$ cat src/rtl/watchdog_pkg.sv
// Shared types for the reciprocal-unit arbiter: FSM state encoding and
// the default watchdog bound.
package watchdog_pkg;

    typedef enum logic [2:0] {
        IDLE  = 3'd0,
        ISSUE = 3'd1,
        WAIT  = 3'd2,
        RESP  = 3'd3,
        DRAIN = 3'd4
    } arb_st_t;

    localparam int DEF_TIMEOUT = 32;

endpackage

$ cat src/rtl/rr_arbiter.sv
// Combinational round-robin pick: first asserted request at or after ptr,
// wrapping at N.
module rr_arbiter #(
    parameter int N   = 4,
    parameter int IDW = $clog2(N)
) (
    input  logic [N-1:0]   req,
    input  logic [IDW-1:0] ptr,
    output logic [N-1:0]   grant,
    output logic [IDW-1:0] idx,
    output logic           any_req
);

    logic [IDW-1:0] j;

    // Walk from the far end so the closest match to ptr is written last.
    always_comb begin
        idx = '0;
        j   = '0;
        for (int k = N - 1; k >= 0; k--) begin
            j = IDW'((int'(ptr) + k) % N);
            if (req[j]) idx = j;
        end
    end

    assign any_req = |req;

    always_comb begin
        grant      = '0;
        grant[idx] = any_req;
    end

endmodule

$ cat src/rtl/recip_arbiter.sv
// Shares one reciprocal unit among N requesters: round-robin grant, one
// operation in flight, tagged response with backpressure, hang watchdog.
module recip_arbiter
    import watchdog_pkg::*;
#(
    parameter int N       = 4,
    parameter int W       = 32,
    parameter int IDW     = $clog2(N),
    parameter int TIMEOUT = DEF_TIMEOUT
) (
    input  logic           clk,
    input  logic           rst_n,
    input  logic [N-1:0]   req_valid,
    input  logic [N*W-1:0] req_data,
    output logic [N-1:0]   req_ready,
    output logic           rsp_valid,
    input  logic           rsp_ready,
    output logic [IDW-1:0] rsp_id,
    output logic [W-1:0]   rsp_data,
    output logic           rsp_invalid,
    output logic           rsp_timeout,
    output logic           recip_start,
    output logic [W-1:0]   recip_x,
    input  logic           recip_done,
    input  logic [W-1:0]   recip_x_inv,
    input  logic           recip_invalid,
    output logic           busy,
    output logic           fault
);

    localparam int CW = $clog2(TIMEOUT + 1);

    arb_st_t        state;
    logic [IDW-1:0] ptr;
    logic [IDW-1:0] id_reg;
    logic [W-1:0]   op_reg;
    logic [CW-1:0]  wd_cnt;
    logic [CW-1:0]  wd_nxt;
    logic [N-1:0]   g_vec;
    logic [IDW-1:0] g_idx;
    logic           any_req;
    logic [W-1:0]   g_data;

    rr_arbiter #(.N(N), .IDW(IDW)) u_rr (
        .req     (req_valid),
        .ptr     (ptr),
        .grant   (g_vec),
        .idx     (g_idx),
        .any_req (any_req)
    );

    assign g_data    = req_data[int'(g_idx)*W +: W];
    assign req_ready = (state == IDLE) ? g_vec : '0;
    assign busy      = (state != IDLE);
    assign rsp_id    = id_reg;
    assign recip_x   = (state == ISSUE || state == WAIT || state == DRAIN) ? op_reg : '0;
    assign wd_nxt    = wd_cnt + 1'b1;

    always_ff @(posedge clk or negedge rst_n) begin
        if (!rst_n) begin
            state       <= IDLE;
            ptr         <= '0;
            id_reg      <= '0;
            op_reg      <= '0;
            wd_cnt      <= '0;
            recip_start <= 1'b0;
            rsp_valid   <= 1'b0;
            rsp_data    <= '0;
            rsp_invalid <= 1'b0;
            rsp_timeout <= 1'b0;
            fault       <= 1'b0;
        end else begin
            recip_start <= 1'b0;
            case (state)
                IDLE: if (any_req) begin
                    op_reg      <= g_data;
                    id_reg      <= g_idx;
                    ptr         <= (g_idx == IDW'(N - 1)) ? '0 : g_idx + 1'b1;
                    recip_start <= 1'b1;
                    state       <= ISSUE;
                end
                ISSUE: begin
                    wd_cnt <= '0;
                    state  <= WAIT;
                end
                WAIT: begin
                    wd_cnt <= wd_nxt;
                    // done takes priority over an abort landing in the same cycle
                    if (recip_done) begin
                        rsp_data    <= recip_x_inv;
                        rsp_invalid <= recip_invalid;
                        rsp_timeout <= 1'b0;
                        rsp_valid   <= 1'b1;
                        state       <= RESP;
                    end else if (wd_nxt == CW'(TIMEOUT - 1)) begin
                        rsp_data    <= '0;
                        rsp_invalid <= 1'b1;
                        rsp_timeout <= 1'b1;
                        rsp_valid   <= 1'b1;
                        fault       <= 1'b1;
                        state       <= RESP;
                    end
                end
                RESP: if (rsp_ready) begin
                    rsp_valid <= 1'b0;
                    state     <= rsp_timeout ? DRAIN : IDLE;
                end
                // a hung unit may still answer late; its result must not leak into the next op
                DRAIN: if (recip_done) state <= IDLE;
                default: state <= IDLE;
            endcase
        end
    end

endmodule

$ cat config.mk
export PLATFORM = sky130hd
export DESIGN_NAME = recip_arbiter
export DESIGN_NICKNAME = d
export VERILOG_FILES = /design/src/rtl/watchdog_pkg.sv /design/src/rtl/rr_arbiter.sv /design/src/rtl/recip_arbiter.sv
export SDC_FILE = /design/constraint.sdc
export NUM_CORES = 1
export LEC_CHECK = 0
export BUFFER_PORTS_ARGS = -buffer_cell sky130_fd_sc_hd__clkbuf_2
export CAP_MARGIN = 20
export CELL_PAD_IN_SITES_DETAIL_PLACEMENT = 1
export CELL_PAD_IN_SITES_GLOBAL_PLACEMENT = 1
export CORE_UTILIZATION = 36
export DETAILED_ROUTE_END_ITERATION = 16
export PLACE_DENSITY = 0.86
export SLEW_MARGIN = 20
export SYNTH_ARGS = -nofsm -noshare
export SYNTH_HDL_FRONTEND = slang
export SYNTH_SLANG_ARGS = --single-unit
$ cat constraint.sdc
create_clock -name clk -period 4.5 [get_ports clk]
set_clock_uncertainty 0.15 [all_clocks]
set_input_delay 0.9 -clock clk [delete_from_list [all_inputs] [get_ports clk]]
set_output_delay 0.9 -clock clk [all_outputs]
set_load 0.01 [all_outputs]
==> impl_metrics.json <==
{
  "synthArstFlopShare_pct": 100,
  "ctsRootBufferMaster": "clkbuf_16",
  "critical-path-top-delay-family": "compound AO/OA/AOI/OAI gates",
  "post-route-period-util_pct": 83.6,
  "fin_tns_setup_ps": 0,
  "hold_path_class": "reg2reg",
  "p_per_area_nw_per_um2": 644,
  "postLayoutSetupSlackWorst_ps": 740,
  "fp.dieW_um": 118,
  "period_minus_slack_ps": 3760,
  "fin_cells": 881,
  "synth_largest_area_cell": "dfrtp_1",
  "holdBufCountCts": 0,
  "h-tree-depth": 3,
  "drive_above_1_share_pct": 43.3,
  "finalSetupViolations": 0,
  "cp_cell_sequence": "clkbuf_2 -> a21boi_0 -> o22a_1 -> nand2_8 -> inv_1 -> ha_1 -> and3_1 -> clkbuf_2",
  "postCtsSetupBuffers": 0,
  "die_h_um": 118,
  "hpwlAfterDp_um": 12300,
  "antenna_cells": 0,
  "required_ps": 3450,
  "cts_tree": "built",
  "fill_cells": 1556,
  "hold_viol": 0,
  "vdd_drop_max_mv": 0.298,
  "grt_use_total_pct": 25.2,
  "drtPass1Iterations": 4,
  "place.gp.congestion": 0.858,
  "grt_pass1_vias": 5132,
  "drt_iter0_drc": 156,
  "synth-seq-area-share_pct": 42.5,
  "grt_setup_unrepaired": "no",
  "num_vias": 4734,
  "final_antenna_net_count": 0,
  "die-area_um2": 13900,
  "drt_wl_total_um": 16600,
  "r2r-start": "state[2]$_DFFE_PN0P_",
  "numClockSinks": 82,
  "crit_arrival_ps": 2710,
  "vias_per_cell": 5.37,
  "start_kind": "input port",
  "cts_buffers": 9,
  "ys_warn_count": 0,
  "synth_nets": 657,
  "place_inst": 865,
  "critPathLaunch": "req_valid[0]",
  "max_freq_mhz": 266,
  "yosysUniqueCellTypes": 45,
  "synth_edf_count": 0,
  "place_ws_ps": 734,
  "area_delta_synth_final_pct": 32.5,
  "synth_top_area_share_pct": 42.5,
  "max-slew-margin-rel_pct": 29.8,
  "drv_slew": 0,
  "power_mw": 4.12,
  "core-area_um2": 12800,
  "slowest_stage": "a21boi_0",
  "cp_common_cell": "clkbuf_2",
  "grt_overflow": 0,
  "clockBufferDepth": 2,
  "holdCritStartpoint": "op_reg[19]$_DFFE_PN0P_",
  "clk_pin_slew_worst_paths_ps": 60,
  "endpoint_kind": "output pin",
  "port_buffers": 244,
  "insertion_delay_ps": 350,
  "grt_pass1_wl_um": 27400,
  "post_cts_resized": 0,
  "row_count": 41,
  "ys_ff_latch": 82,
  "synth_flop_cell": "dfrtp_1",
  "antenna_found_initial": 0,
  "max_stage_delay_ps": 420,
  "tightest_slew_ps": 1050,
  "critical_path_buf_inv_count": 3,
  "synth_area_leaders": "dfrtp_1, o211ai_2, mux2i_1",
  "cap_violations": 0,
  "drc": 0,
  "ios": 245,
  "status": "finished clean",
  "crit_fanout": 35,
  "syn-cell-area_um2": 4830,
  "critPathKind": "in2out",
  "drt-wirelength-per-cell_um": 18.9,
  "nets": 876,
  "power.leakage_nw": 3.35,
  "syn_inst": 485,
  "avgSynthCellArea_um2": 9.95,
  "grt_max_degree": 83,
  "start_util_pct": 37.6
}
## layout make-up
cell class / count / area, um2 / area share (%)
clock buffer: 10 / 239 / 3.74
multi-input combinational: 352 / 2490 / 39.0
tap: 172 / 215 / 3.36
sequential: 82 / 2050 / 32.1
clock inverter: 6 / 90.1 / 1.41
timing repair buffer: 250 / 1270 / 19.9
inverter: 9 / 33.8 / 0.528
## cell usage in the layout (no fill, tap or decap), types with 2 or more instances in the layout
cell type	Yosys	layout
a21o_1	32	32
a21oi_1	9	9
a22o_1	33	33
and2_1	33	32
buf_4	3	6
bufinv_16	0	2
clkbuf_16	0	9
clkbuf_2	0	243
clkinv_4	0	2
dfrtp_1	82	82
ha_1	3	3
inv_1	8	8
mux2i_1	34	34
nand2_1	50	50
nand2b_1	4	4
nand3_1	36	36
nor2_1	13	13
nor2b_1	3	3
nor3_1	3	3
o211ai_1	3	3
o211ai_2	29	29
o21ai_0	42	42
o21bai_1	2	2
## path summary, 6_finish.rpt
path	endpoint	slack [ps]	cells after the start
setup / recovery	req_ready[3]	740	8
hold / removal	op_reg[19]$_DFFE_PN0P_	330	2
setup reg to reg	rsp_invalid$_DFFE_PN0P_	2100	5
hold reg to reg	op_reg[19]$_DFFE_PN0P_	330	2
max in group asynchronous	op_reg[12]$_DFFE_PN0P_	3230	1
min in group asynchronous	op_reg[9]$_DFFE_PN0P_	430	1
## per-layer routing
metal | vias up | part of all wire, % | track usage (%)
met5 | - | 0 | 0
met4 | 0 | 3.6 | 11.2
met3 | 42 | 3.4 | 5.62
met2 | 137 | 53 | 44.5
met1 | 2377 | 40 | 29.0
li1 | 2178 | - | -
## tightest hold or removal path: stages (launching register included)
cell and delay [ps]:
dfrtp_1 340, nand2_1 60, o211ai_2 50
## cell families after synthesis
kind of cell | count (synthesis) | share of synthesized area [%]
adders and majority gates | 3 | 0.778
buffers and inverters | 51 | 6.40
xor gates and xnor gates | 2 | 0.363
muxes | 35 | 7.29
DFF | 82 | 42.5
AOI/OAI and AO/OA | 161 | 26.3
and+or+nand+nor | 151 | 16.3
## cell usage after synthesis, drive strengths merged (2+ instances only)
cell type and n:
a22o 33, a31oi 2, nor2b 3, o21ai 43
a21o 32, clkbuf 14, inv 9, buf 28
nand2 51, a21oi 9, dfrtp 82, nor2 13
o21bai 2, ha 3, nand3 37, mux2i 34
o211ai 32, nand2b 5, and2 34, nor3 3
## power by group
part	switching [mW]	internal, mW
registers	0.240	1.07
clock network	0.309	0.502
logic	1.16	0.840
total	1.71	2.41
## stage by stage
stage,hold WS [ps],utilization [%],instance area (um2)
floorplan,298,-,4830
global placement,311,47.2,6050
detailed placement,323,47.3,6060
CTS,337,49.8,6390
global route,346,49.9,6400
finish,332,49.9,6400
Power figures use the tool's default switching activity.
